`src/rtl/wb_master_pkg.sv`:
```
// ---------------------------------------------------------------------------
// wb_master_pkg
//   Shared types and helpers for the Wishbone B4 classic core master.
//   - size_e  : core access size encoding (byte/half/word/illegal)
//   - state_e : master FSM states (IDLE/BUS/RESP)
//   - SEL_*   : unshifted byte-select patterns per access size
//   - is_misaligned() : alignment/legality check applied at request accept
// ---------------------------------------------------------------------------
package wb_master_pkg;

  typedef enum logic [1:0] {
    SZ_BYTE = 2'd0,
    SZ_HALF = 2'd1,
    SZ_WORD = 2'd2,
    SZ_ILL  = 2'd3
  } size_e;

  typedef enum logic [1:0] {
    IDLE = 2'd0,
    BUS  = 2'd1,
    RESP = 2'd2
  } state_e;

  localparam logic [3:0] SEL_BYTE = 4'b0001;
  localparam logic [3:0] SEL_HALF = 4'b0011;
  localparam logic [3:0] SEL_WORD = 4'b1111;

  // Returns 1 when the access cannot be issued as a single naturally
  // aligned bus beat; size 3 is always rejected.
  function automatic logic is_misaligned(input size_e size, input logic [1:0] addr_lo);
    logic r;
    case (size)
      SZ_BYTE: r = 1'b0;
      SZ_HALF: r = addr_lo[0];
      SZ_WORD: r = |addr_lo;
      default: r = 1'b1;
    endcase
    return r;
  endfunction

endpackage

```
`src/rtl/wb_lsu_align.sv`:
```
// ---------------------------------------------------------------------------
// wb_lsu_align
//   Purely combinational lane steering between the core and a 32-bit
//   Wishbone data path.
//   Ports:
//     i_size     access size (size_e)
//     i_addr_lo  byte offset within the word
//     i_unsigned 1 = zero-extend loads, 0 = sign-extend
//     i_wdata    LSB-aligned store data from the core
//     i_rdata    raw bus read data (wb_dat_i)
//     o_sel      byte selects
//     o_wdata    store data replicated across all lanes
//     o_rdata    read data shifted down to bit 0 and extended to 32 bits
// ---------------------------------------------------------------------------
module wb_lsu_align
  import wb_master_pkg::*;
(
  input  size_e       i_size,
  input  logic [1:0]  i_addr_lo,
  input  logic        i_unsigned,
  input  logic [31:0] i_wdata,
  input  logic [31:0] i_rdata,
  output logic [3:0]  o_sel,
  output logic [31:0] o_wdata,
  output logic [31:0] o_rdata
);

  logic [31:0] w_shift;

  always_comb begin
    w_shift = i_rdata >> {i_addr_lo, 3'b000};
    o_sel   = 4'b0000;
    o_wdata = 32'h0;
    o_rdata = 32'h0;
    case (i_size)
      SZ_BYTE: begin
        o_sel   = SEL_BYTE << i_addr_lo;
        o_wdata = {4{i_wdata[7:0]}};
        o_rdata = i_unsigned ? {24'h0, w_shift[7:0]}
                             : {{24{w_shift[7]}}, w_shift[7:0]};
      end
      SZ_HALF: begin
        o_sel   = SEL_HALF << i_addr_lo;
        o_wdata = {2{i_wdata[15:0]}};
        o_rdata = i_unsigned ? {16'h0, w_shift[15:0]}
                             : {{16{w_shift[15]}}, w_shift[15:0]};
      end
      SZ_WORD: begin
        o_sel   = SEL_WORD;
        o_wdata = i_wdata;
        o_rdata = w_shift;
      end
      // Illegal size never reaches the bus; leave everything quiet.
      default: ;
    endcase
  end

endmodule

```
`src/rtl/wb_core_master.sv`:
```
// ---------------------------------------------------------------------------
// wb_core_master
//   Wishbone B4 classic master. Turns one core load/store request into one
//   single-beat Wishbone cycle and returns aligned, extended read data or an
//   error (bus error, misalignment/illegal size, optional timeout).
//
//   Parameter TIMEOUT : BUS cycles before abort (only with WB_TIMEOUT_EN, >=2)
//   Config macro      : WB_TIMEOUT_EN enables the bus timeout counter; when
//                       undefined the master waits indefinitely for ack/err.
//
//   Ports:
//     clk, rstn_i                      clock, async active-low reset
//     req_valid_i/req_ready_o          core request handshake
//     req_addr_i, req_we_i, req_size_i, req_unsigned_i, req_wdata_i
//     rsp_valid_o/rsp_ready_i          core response handshake
//     rsp_rdata_o, rsp_err_o           response payload
//     wb_cyc_o, wb_stb_o, wb_we_o, wb_adr_o, wb_sel_o, wb_dat_o
//     wb_dat_i, wb_ack_i, wb_err_i     Wishbone master side
//     dbg_state_o                      current FSM state (state_e encoding)
//
//   Handshakes: a transfer happens on a rising edge where valid and ready
//   are both 1. The request side is ready only in IDLE; the response is
//   held (valid, data, err stable) until the core asserts rsp_ready_i.
// ---------------------------------------------------------------------------
module wb_core_master
  import wb_master_pkg::*;
#(
  parameter int unsigned TIMEOUT = 256
)(
  input  logic        clk,
  input  logic        rstn_i,
  input  logic        req_valid_i,
  output logic        req_ready_o,
  input  logic [31:0] req_addr_i,
  input  logic        req_we_i,
  input  logic [1:0]  req_size_i,
  input  logic        req_unsigned_i,
  input  logic [31:0] req_wdata_i,
  output logic        rsp_valid_o,
  input  logic        rsp_ready_i,
  output logic [31:0] rsp_rdata_o,
  output logic        rsp_err_o,
  output logic        wb_cyc_o,
  output logic        wb_stb_o,
  output logic        wb_we_o,
  output logic [31:0] wb_adr_o,
  output logic [3:0]  wb_sel_o,
  output logic [31:0] wb_dat_o,
  input  logic [31:0] wb_dat_i,
  input  logic        wb_ack_i,
  input  logic        wb_err_i,
  output logic [1:0]  dbg_state_o
);

  state_e      r_state;
  logic [31:0] r_addr;
  logic [31:0] r_wdata;
  logic [31:0] r_rdata;
  logic        r_we;
  logic        r_uns;
  logic        r_err;
  size_e       r_size;

  logic        w_in_bus;
  logic        w_misalign;
  logic        w_timeout;
  logic        w_done;
  logic        w_bus_err;
  logic [3:0]  w_sel;
  logic [31:0] w_wdat;
  logic [31:0] w_rext;

  assign w_in_bus   = (r_state == BUS);
  assign w_misalign = is_misaligned(size_e'(req_size_i), req_addr_i[1:0]);

`ifdef WB_TIMEOUT_EN
  // Counter holds 0 outside BUS, so it is implicitly cleared on BUS entry.
  localparam int unsigned CNT_W = $clog2(TIMEOUT);
  logic [CNT_W-1:0] r_cnt;

  always_ff @(posedge clk or negedge rstn_i) begin
    if (!rstn_i)        r_cnt <= '0;
    else if (!w_in_bus) r_cnt <= '0;
    else                r_cnt <= r_cnt + 1'b1;
  end

  // Fires during the TIMEOUT-th BUS cycle, so cyc/stb are high for
  // exactly TIMEOUT cycles when the slave never answers.
  assign w_timeout = w_in_bus && (r_cnt == CNT_W'(TIMEOUT - 1));
`else
  logic w_unused_timeout;
  assign w_unused_timeout = (TIMEOUT != 0);
  assign w_timeout        = 1'b0;
`endif

  assign w_done    = w_in_bus && (wb_ack_i || wb_err_i || w_timeout);
  // err beats ack; a timeout only counts when the slave stayed silent.
  assign w_bus_err = wb_err_i || (!wb_ack_i && w_timeout);

  wb_lsu_align u_align (
    .i_size     (r_size),
    .i_addr_lo  (r_addr[1:0]),
    .i_unsigned (r_uns),
    .i_wdata    (r_wdata),
    .i_rdata    (wb_dat_i),
    .o_sel      (w_sel),
    .o_wdata    (w_wdat),
    .o_rdata    (w_rext)
  );

  always_ff @(posedge clk or negedge rstn_i) begin
    if (!rstn_i) begin
      r_state <= IDLE;
      r_addr  <= 32'h0;
      r_wdata <= 32'h0;
      r_rdata <= 32'h0;
      r_we    <= 1'b0;
      r_uns   <= 1'b0;
      r_err   <= 1'b0;
      r_size  <= SZ_BYTE;
    end else begin
      case (r_state)
        IDLE: begin
          if (req_valid_i) begin
            r_addr  <= req_addr_i;
            r_wdata <= req_wdata_i;
            r_we    <= req_we_i;
            r_uns   <= req_unsigned_i;
            r_size  <= size_e'(req_size_i);
            r_rdata <= 32'h0;
            r_err   <= w_misalign;
            // Rejected accesses skip the bus and answer with an error.
            r_state <= w_misalign ? RESP : BUS;
          end
        end
        BUS: begin
          if (w_done) begin
            r_err   <= w_bus_err;
            r_rdata <= (w_bus_err || r_we) ? 32'h0 : w_rext;
            r_state <= RESP;
          end
        end
        RESP: begin
          if (rsp_ready_i) r_state <= IDLE;
        end
        default: r_state <= IDLE;
      endcase
    end
  end

  assign req_ready_o = (r_state == IDLE);
  assign rsp_valid_o = (r_state == RESP);
  assign rsp_rdata_o = rsp_valid_o ? r_rdata : 32'h0;
  assign rsp_err_o   = rsp_valid_o & r_err;

  // Bus outputs are gated so the interconnect sees an idle master outside BUS.
  assign wb_cyc_o    = w_in_bus;
  assign wb_stb_o    = w_in_bus;
  assign wb_we_o     = w_in_bus & r_we;
  assign wb_adr_o    = w_in_bus ? {r_addr[31:2], 2'b00} : 32'h0;
  assign wb_sel_o    = w_in_bus ? w_sel : 4'b0000;
  assign wb_dat_o    = w_in_bus ? w_wdat : 32'h0;
  assign dbg_state_o = r_state;

endmodule

```
`config.mk`:
```
export PLATFORM = sky130hd
export DESIGN_NAME = wb_core_master
export DESIGN_NICKNAME = d
export VERILOG_FILES = /design/src/rtl/wb_master_pkg.sv /design/src/rtl/wb_lsu_align.sv /design/src/rtl/wb_core_master.sv
export SDC_FILE = /design/constraint.sdc
export NUM_CORES = 1
export LEC_CHECK = 0
export ABC_CLOCK_PERIOD_IN_PS = 2500
export BUFFER_PORTS_ARGS = -buffer_cell sky130_fd_sc_hd__buf_4
export CAP_MARGIN = 15
export CORE_MARGIN = 4
export CORE_UTILIZATION = 49
export DETAILED_ROUTE_END_ITERATION = 7
export PLACE_DENSITY = 0.79
export SLEW_MARGIN = 20
export SYNTH_ARGS = -nofsm -noshare
export SYNTH_HDL_FRONTEND = slang
export SYNTH_SLANG_ARGS = --single-unit
```
`constraint.sdc`:
```
create_clock -name clk -period 2.5 [get_ports clk]
set_clock_uncertainty 0.2 [all_clocks]
set_input_delay 0.5 -clock clk [delete_from_list [all_inputs] [get_ports clk]]
set_output_delay 0.5 -clock clk [all_outputs]
set_load 0.1 [all_outputs]
```
==> results of run 1 <==
-- worst paths after layout --
kind,from,slack (ps),to,depth (start not counted)
hold reg to reg,r_rdata[1]$_DFFE_PN0P_,280,r_rdata[1]$_DFFE_PN0P_,2
min in group asynchronous,rstn_i,500,r_rdata[0]$_DFFE_PN0P_,2
max in group asynchronous,rstn_i,930,r_size[1]$_DFFE_PN0P_,3
setup reg to reg,dbg_state_o[0]$_DFFE_PN0P_,420,r_rdata[9]$_DFFE_PN0P_,5
setup / recovery,r_size[0]$_DFFE_PN0P_,30,wb_dat_o[11],6
hold / removal,rsp_ready_i,140,dbg_state_o[1]$_DFFE_PN0P_,2
-- kinds of logic after synthesis --
logic type	count (synthesis)	share of synthesized area
AO/OA/AOI/OAI	92	0.108
XOR/XNOR	1	0.00159
buffers and inverters	46	0.0482
flip-flops	103	0.469
multiplexers	103	0.209
other	1	0.000682
AND/OR/NAND/NOR	161	0.164
-- power groups by stage --
stage / sequential [mW] / combinational (mW) / clock (mW)
final: 2.63 / 4.95 / 1.42
after CTS: 2.56 / 4.55 / 1.45
after global routing: 2.68 / 5.20 / 1.52
after global placement: 2.56 / 4.15 / 0
after floorplan: 2.48 / 3.36 / 0
after detailed placement: 2.58 / 4.23 / 0
-- flip-flops by register name, indices dropped and copies added (netlist names) --
signal and count:
dbg_state_o 2, r_addr 32, r_err 1, r_rdata 32
r_size 2, r_uns 1, r_wdata 32, r_we 1
-- worst max-delay path: cells and delay by family, from the launching register on --
family,cells,cell delay [ps]
buffers and inverters,3,540
and+or+nand+nor,2,340
AOI/OAI and AO/OA,1,160
DFF,1,390
-- timing repair --
item,in CTS,in global routing
cloned,2,3
hold buffers,1,0
gates resized for setup,114,58
pin swaps,0,24
hold endpoints to repair,40,0
buffers inserted,1,8
setup endpoints to repair,69,53
-- cells in the final DEF (no fill, tap or decap), types with 2 or more instances in the layout --
cell type   count
a21oi_1        16
a21oi_4        16
a221o_1        16
a22oi_1         5
a22oi_2         3
and2_1          4
and2_2         44
and2_4         17
and3_2          8
buf_12         27
buf_16          2
buf_4         146
buf_6          58
buf_8           9
clkbuf_16      11
clkinv_2        3
clkinvlp_4      2
conb_1          2
dfrtp_1        99
dfrtp_2         2
dfrtp_4         2
mux2_1         35
mux2_2         49
mux2i_1        18
nand2_1        31
nand2_2        10
nand2_4         3
nand3b_1        8
nor2_1         14
nor2_4         10
nor2b_4         2
nor3b_2         2
o21a_1          4
o21ai_0        17
o21ai_1         8
-- layout make-up --
cell class              count  area share
repair buffers            245       0.291
inverters                   3     0.00272
clock buffers              10      0.0273
well taps                 140      0.0200
flip-flops and latches    103       0.296
repair inverters            1     0.00129
multi-input cells         359       0.355
clock inverters             6     0.00687
-- per-layer routing --
metal,track usage,up-vias,share of wire
li1,-,2196,-
met1,0.342,2439,0.38
met2,0.450,225,0.51
met3,0.0844,40,0.085
met4,0.0808,0,0.024
met5,0,-,0
-- metrics by stage --
step / instances / cell area [um^2] / setup TNS, ps / utilization
6_report: 867 / 8740 / 0 / 0.799
3_5_place_dp: 836 / 7570 / 0 / 0.692
5_1_grt: 867 / 8740 / -496 / 0.799
3_3_place_gp: 836 / 7570 / 0 / 0.692
4_1_cts: 856 / 8380 / 0 / 0.766
2_1_floorplan: 508 / 5860 / -1730 / -
==> impl_metrics.toml, run 1 <==
[sta]
hold_ws_ps = 139
timing.fmax_mhz = 404
finalCriticalPeriod_ps = 2470
final_hold_viol_count = 0
worst_pin_slew_ps = 836
grt_setup_unrepaired = "true"
setup_ws_ps = 25.7
final-setup-viol-count = 0
timing.final.max_slew_violations = 0
finalCritPeriodShare = 0.990
relSlewSlack = 0.443

[synth]
synth_cell_types = 39
synth_warnings = 0
synth_edf_count = 0
synthCells = 507
synth_area_leaders = "dfrtp_1 47%, mux2_2 10%, and2_1 7.4%"
post-synth-top-count-cell = "dfrtp_1"
ys_seq_area_frac = 0.469
synthArstFlopShare = 1.00
ys_seq_elements = 103
synth_area_um2 = 5500
synthFlopType = "dfrtp_1"
syn_avg_cell_area_um2 = 10.9
synth_top_cell_area_share = 0.469
ys_top_cells_by_count = "103 x dfrtp_1, 65 x and2_1, 49 x mux2_2"
synth_top_cell_by_area = "dfrtp_1"

[clock_network]
cts_tree = "built"
clkSinkCount = 103
clockRootBuffer = "clkbuf_16"
clk_pin_slew_ps = 70
numCtsBuffers = 9
clk_latency_ps = 340
cts_buffer_depth = 2
ctsHtreeMaxLevel = 3

[setup_path]
critPathKind = "flop to output port"
crit_arrival_ps = 1770
worstPathRequired_ps = 1800
cp-end-kind = "output port"
worstPathCellList = "buf_6, nor2b_4, clkbuf_16, nand2_1, a21oi_4, buf_12"
max_stage_delay_ps = 390
worstPathMaxFanout = 6
cp-start-kind = "flop"
cpMaxStageDelayCell = "dfrtp_1"

[finish]
nets = 828
n_antenna_cell = 0
syn_to_final_growth_pct = 58.8
fillers = 622
seqCellArea_um2 = 2590
layout-drive-gt1-share = 0.601
multi_input_area_um2 = 3100

[drt]
drc_errors = 0
drt_iter0_drc = 320
wire_per_inst_um = 21.5
viasPerCell = 5.65
drt-pass1-iter-count = 5
postRouteAntennaNets = 0
num_vias = 4900
wirelength_um = 18600

[power_and_ir_drop]
cellLeakagePower_nw = 3.97
netSwitchingFraction = 0.460
ir_drop_mv = 0.737
switchingPower_mw = 4.14
pwr_density_cell_nw_per_um2 = 1030
power.internal_mw = 4.86
power_mw = 9.00
p_comb_frac = 0.550
p_seq_frac = 0.292
clkPwrFrac = 0.158

[place]
dp_hpwl_um = 11500
gp_congestion = 0.855
preCtsSetupSlack_ps = 221
portBuffers = 211

[global_route]
grt_overflow = 0
antenna_found_initial = 0
grt_pass1_wl_um = 27800
first_global_vias = 5083
grt_max_degree = 51
grtUsageTotal = 0.272

[min_path]
hold_path.class = "input port to flop"

[floorplan]
ioPinCount = 214
die_area_um2 = 13000
rows = 38
dieHeight_um = 114
coreArea_um2 = 10900
start_util = 0.503
die_w_um = 114

[status]
outcome = "finished, final reports clean"

[job]
cap_violations = 0
Power figures use the tool's default switching activity.
==> run 2, diff against run 1 <==
- CORE_ASPECT_RATIO: default -> 2
- MAX_ROUTING_LAYER: default -> met4
==> run 2 against run 1 <==
Clock power barely moved. Wire length fell by 9.6%. Die area up 0.79%. Count of clock-buffer cells in the layout did not move.
==> impl_metrics.toml, run 2 (same netlist as run 1, synthesis figures left out) <==
[global_route]
grtUsageTotal = 0.262
grt_pass1_wl_um = 26300
antenna_found_initial = 1
first_global_vias = 5149
grt_overflow = 0
grt_max_degree = 65

[power_and_ir_drop]
ir_drop_mv = 0.637
pwr_density_cell_nw_per_um2 = 1030
power_mw = 8.38
cellLeakagePower_nw = 3.75

[place]
preCtsSetupSlack_ps = 108
gp_congestion = 0.882
placed_area_um2 = 7550
portBuffers = 211
dp_hpwl_um = 12500

[min_path]
hold_path.class = "input port to flop"
holdCritStartpoint = "req_addr_i[20]"
hold_depth = 2
min_to = "r_addr[20]$_DFFE_PN0P_"

[drt]
wire_per_inst_um = 19.8
drt_iter0_drc = 196
drt-pass1-iter-count = 4
num_vias = 4762
viasPerCell = 5.58
postRouteAntennaNets = 0
wirelength_um = 16900
drc_errors = 0

[sta]
worst_pin_slew_ps = 844
setup_ws_ps = 31.2
finalCritPeriodShare = 0.988
timing.final.max_slew_violations = 0
finalCriticalPeriod_ps = 2470
final_hold_viol_count = 0
timing.fmax_mhz = 405
hold_ws_ps = 167
grt_setup_unrepaired = "true"
relSlewSlack = 0.433
final-setup-viol-count = 0

[clock_network]
cts_buffer_depth = 2
ctsHtreeMaxLevel = 3
clockRootBuffer = "clkbuf_16"
post_cts_buffers = 0
clkSinkCount = 103
cts_tree = "built"
clk_pin_slew_ps = 70
clk_latency_ps = 340
numCtsBuffers = 9

[finish]
syn_to_final_growth_pct = 47.2
final_area_um2 = 8100
layout-drive-gt1-share = 0.572
top_regs = "r_addr: 32 flops, r_rdata: 32 flops, r_wdata: 32 flops"
final_cell_mix = "188 x buf_4, 100 x dfrtp_1, 49 x mux2_2, 44 x nand2_1, 44 x and2_2"
final_common_cell = "buf_4"
nets = 813

[floorplan]
rows = 54
dieHeight_um = 158
die_area_um2 = 13100
ioPinCount = 214
die_w_um = 82.9
start_util = 0.503
coreArea_um2 = 10900

[setup_path]
worstPathCellList = "nand2b_4, a21oi_2, o21a_1, buf_8"
path_buf_inv = 1
max_stage_delay_ps = 510
crit_family = "flip-flops"
regToRegSetupSlack_ps = 210
worstPathMaxFanout = 5
critPathKind = "flop to output port"
r2r_cells = 5
cp-start-kind = "flop"
reg2reg_to = "r_rdata[30]$_DFFE_PN0P_"
cp-end-kind = "output port"
cpMaxStageDelayCell = "dfrtp_4"
crit_arrival_ps = 1770
worstPathRequired_ps = 1800
r2r-start = "dbg_state_o[1]$_DFFE_PN0P_"

[status]
outcome = "finished, final reports clean"

[job]
cap_violations = 0
run 2: cell count changes in the layout (fill, tap and decap cells not counted), sizes merged:
cell / before / now
clkinvlp: 2 / 3
clkinv: 4 / 3
clkbuf: 12 / 10
buf: 242 / 229
diode: 0 / 1
run 2: how the worst max path moves through the flow:
stage / to / slack (ps) / start / cells past startpoint
finish: wb_sel_o[0] / 30 / dbg_state_o[1]$_DFFE_PN0P_ / 4
global route: wb_dat_o[8] / -9 / dbg_state_o[1]$_DFFE_PN0P_ / 4
CTS: wb_dat_o[7] / 9 / dbg_state_o[1]$_DFFE_PN0P_ / 4
detailed placement: r_rdata[17]$_DFFE_PN0P_ / 110 / wb_err_i / 5
global placement: r_rdata[16]$_DFFE_PN0P_ / 200 / wb_err_i / 5
floorplan: wb_sel_o[0] / -180 / dbg_state_o[1]$_DFFE_PN0P_ / 4
run 2: final cells by class:
type	count	area (um^2)
repair inverters	1	8.76
clock buffers	10	239
multi-input cells	359	3010
repair buffers	230	1990
clock inverters	6	70.1
well taps	140	175
inverters	3	20.0
flip-flops and latches	103	2590
diodes	1	2.50
fillers	772	2850
run 2: what timing repair did:
action | in CTS | in global routing
hold buffers | 1 | 0
cloned | 1 | 0
endpoints found under the hold margin | 42 | 0
setup endpoints to repair | 67 | 26
resized for setup | 47 | 12
run 2: metrics by stage:
step	util	cells	TNS (ps)
after floorplan	-	508	-1730
after global placement	0.690	834	0
after detailed placement	0.690	834	0
after CTS	0.736	852	0
after global routing	0.740	853	-11.0
final	0.740	853	0
run 2: layer usage:
| layer | global-route usage | routed length (um) | vias up |
|---|---|---|---|
| met2 | 0.469 | 9180 | 223 |
| met5 | - | 0 | - |
| met1 | 0.264 | 5950 | 2321 |
| met3 | 0.0599 | 951 | 50 |
| met4 | 0.135 | 768 | 0 |
| li1 | - | - | 2168 |
run 2: power by group:
group          switching, mW  leakage [nW]  internal (mW)
Clock                  0.631         0.141          0.807
Combinational           2.85          2.34           1.52
Sequential             0.375          1.27           2.19
==> run 3, diff against run 2 <==
- ABC_AREA: default -> 1
- CORE_UTILIZATION: 49 -> 44
- PLACE_DENSITY: 0.79 -> 0.72
==> run 3 against run 2 <==
Cell count is 35% higher. First-iteration DRC count grew 44%. Die area increased by 14%. Global-route usage rose by 0.11 points. Worst hold slack better by 4.2 ps. Critical endpoint is now wb_dat_o[25].
==> impl_metrics.toml, run 3 <==
[status]
outcome = "finished, final reports clean"

[synth]
synth_edf_count = 0
synth_warnings = 0
synth_xor_xnor_area_share = 0
synth_top_cell_by_area = "dfrtp_1"
synth_top_family_by_area = "simple AND/OR/NAND/NOR gates"
post-synth-top-count-cell = "nand2_1"
synth_top_cell_area_share = 0.452
synth_compound_area_frac = 0.0795
synth_adder_area_share = 0
synth-simple-area-share = 0.303
synthCells = 790
ys_seq_area_frac = 0.452
synthArstFlopShare = 1.00
synthFlopType = "dfrtp_1"
muxShareOfSynthArea = 0.0494
synth_area_leaders = "dfrtp_1 45%, nand2_1 15%, nor2_1 8.6%"
ys_top_cells_by_count = "221 x nand2_1, 130 x nor2_1, 103 x dfrtp_1"
synth_cell_types = 24
synth_area_um2 = 5700
syn_avg_cell_area_um2 = 7.21
ys_seq_elements = 103

[power_and_ir_drop]
clkPwrFrac = 0.116
switchingPower_mw = 6.58
power.internal_mw = 5.10
p_seq_frac = 0.229
pwr_density_cell_nw_per_um2 = 1300
p_comb_frac = 0.655
cellLeakagePower_nw = 4.35
netSwitchingFraction = 0.563
ir_drop_mv = 0.831
power_mw = 11.7

[sta]
hold_ws_ps = 171
timing.final.max_slew_violations = 0
worst_pin_slew_ps = 561
final_hold_viol_count = 0
final-setup-viol-count = 0
relSlewSlack = 0.626
finalCritPeriodShare = 0.991
grt_setup_unrepaired = "true"
timing.fmax_mhz = 404
finalCriticalPeriod_ps = 2480

[finish]
nets = 1103
final_cell_mix = "218 x nand2_1, 185 x buf_4, 99 x dfrtp_1, 83 x inv_1, 80 x nor2_4"
final_area_um2 = 9000
seqCellArea_um2 = 2590
syn_to_final_growth_pct = 58.0
layout-drive-gt1-share = 0.408
fillers = 1037
n_antenna_cell = 0
top_regs = "r_addr: 32 flops, r_rdata: 32 flops, r_wdata: 32 flops"
multi_input_area_um2 = 3300
final_common_cell = "nand2_1"

[global_route]
antenna_found_initial = 0
grt.met2_usage = 0.459
met1_usage = 0.278
grt_max_degree = 45
grtUsageTotal = 0.263
top_usage_layer = "met2"
grt_overflow = 0
grt_pass1_wl_um = 29100
grtUsageMet3 = 0.0375
first_global_vias = 5758

[setup_path]
critPathKind = "flop to output port"
reg2reg_to = "r_rdata[28]$_DFFE_PN0P_"
r2r_cells = 8
endpoint = "wb_dat_o[25]"
regToRegSetupSlack_ps = 230
cp-start-kind = "flop"
cp-end-kind = "output port"
crit_arrival_ps = 1780
r2r-start = "r_addr[0]$_DFFE_PN0P_"
worstPathRequired_ps = 1800
worstPathMaxFanout = 8
crit_start = "r_size[1]$_DFFE_PN0P_"

[floorplan]
dieHeight_um = 169
ioPinCount = 214
die_w_um = 88.5
coreArea_um2 = 12600
start_util = 0.451
rows = 58
die_area_um2 = 14900

[drt]
drc_errors = 0
postRouteAntennaNets = 0
viasPerCell = 5.11
wire_per_inst_um = 16.6
drt-pass1-iter-count = 5
wirelength_um = 19100
drt_iter0_drc = 282
num_vias = 5878

[clock_network]
clockRootBuffer = "clkbuf_16"
cts_tree = "built"
ctsHtreeMaxLevel = 3
numCtsBuffers = 9
cts_buffer_depth = 2
clkSinkCount = 103
clk_pin_slew_ps = 70
clk_latency_ps = 350

[place]
portBuffers = 211
gp_congestion = 0.881
placed_area_um2 = 8280
dp_hpwl_um = 14400

[job]
cap_violations = 0

[min_path]
hold_path.class = "input port to flop"
hold_depth = 2
[run 3: cell types whose count changed after synthesis, sizes merged, moves of 57 or more]
cell / previous run / this run
nand2: 44 / 222
nor2: 24 / 136
inv: 2 / 99
and2: 65 / 0
mux2: 84 / 25
nand3: 1 / 58
[run 3: final cells by class]
cell class,count,area share
multi-input combinational,542,0.366
sequential,103,0.287
timing repair buffer,242,0.249
inverter,99,0.0457
clock buffer,9,0.0250
tap,150,0.0208
clock inverter,6,0.00612
[run 3: power groups by stage]
| stage | Clock [mW] | Combinational (mW) | Sequential [mW] |
|---|---|---|---|
| after floorplan | 0 | 5.82 | 2.62 |
| after detailed placement | 0 | 7.21 | 2.69 |
| after global placement | 0 | 7.16 | 2.67 |
| final | 1.36 | 7.65 | 2.67 |
| after global routing | 1.46 | 8.13 | 2.75 |
| after CTS | 1.39 | 7.36 | 2.67 |
[run 3: cells by family after synthesis]
logic type,Yosys count
buf+inv,147
flops,103
simple gates,424
other cells,1
compound gates,90
mux,25
[run 3: how the worst min path moves through the flow]
stage	startpoint	to	slack, ps
6_report	req_wdata_i[19]	r_wdata[19]$_DFFE_PN0P_	170
5_1_grt	req_wdata_i[10]	r_wdata[10]$_DFFE_PN0P_	170
4_1_cts	req_wdata_i[19]	r_wdata[19]$_DFFE_PN0P_	160
3_5_place_dp	r_rdata[17]$_DFFE_PN0P_	r_rdata[17]$_DFFE_PN0P_	270
3_3_place_gp	r_rdata[19]$_DFFE_PN0P_	r_rdata[19]$_DFFE_PN0P_	260
2_1_floorplan	rstn_i	r_addr[0]$_DFFE_PN0P_	4
[run 3: metal layers]
| metal | part of all wire | vias to the layer above | routed length, um |
|---|---|---|---|
| li1 | - | 2854 | - |
| met1 | 0.33 | 2739 | 6280 |
| met2 | 0.56 | 231 | 10600 |
| met3 | 0.063 | 54 | 1200 |
| met4 | 0.053 | 0 | 1010 |
| met5 | 0 | - | 0 |
[run 3: critical path: stages, from the launching register on]
cell	delay [ps]
dfrtp_2	510
nand2_4	110
inv_1	50
buf_4	160
nand2_1	100
nand3_1	90
nand2_1	120
clkinvlp_4	110
buf_12	170
[run 3: stage by stage]
stage / setup TNS [ps] / worst slack [ps] / utilization / cells
after floorplan: -10760 / -368 / - / 791
after global placement: 0 / 181 / 0.655 / 1127
final: 0 / 22.0 / 0.713 / 1151
after global routing: -235 / -61.1 / 0.713 / 1151
after CTS: -7.09 / -3.59 / 0.688 / 1144
after detailed placement: 0 / 157 / 0.655 / 1127
[run 3: timing repair]
| action | in CTS | in global routing |
|---|---|---|
| cloned | 0 | 1 |
| setup buffers | 1 | 6 |
| pin swaps | 2 | 2 |
| hold endpoints to repair | 27 | 0 |
| hold buffers | 1 | 0 |
| endpoints found under the setup margin | 60 | 49 |
| resized for setup | 32 | 66 |
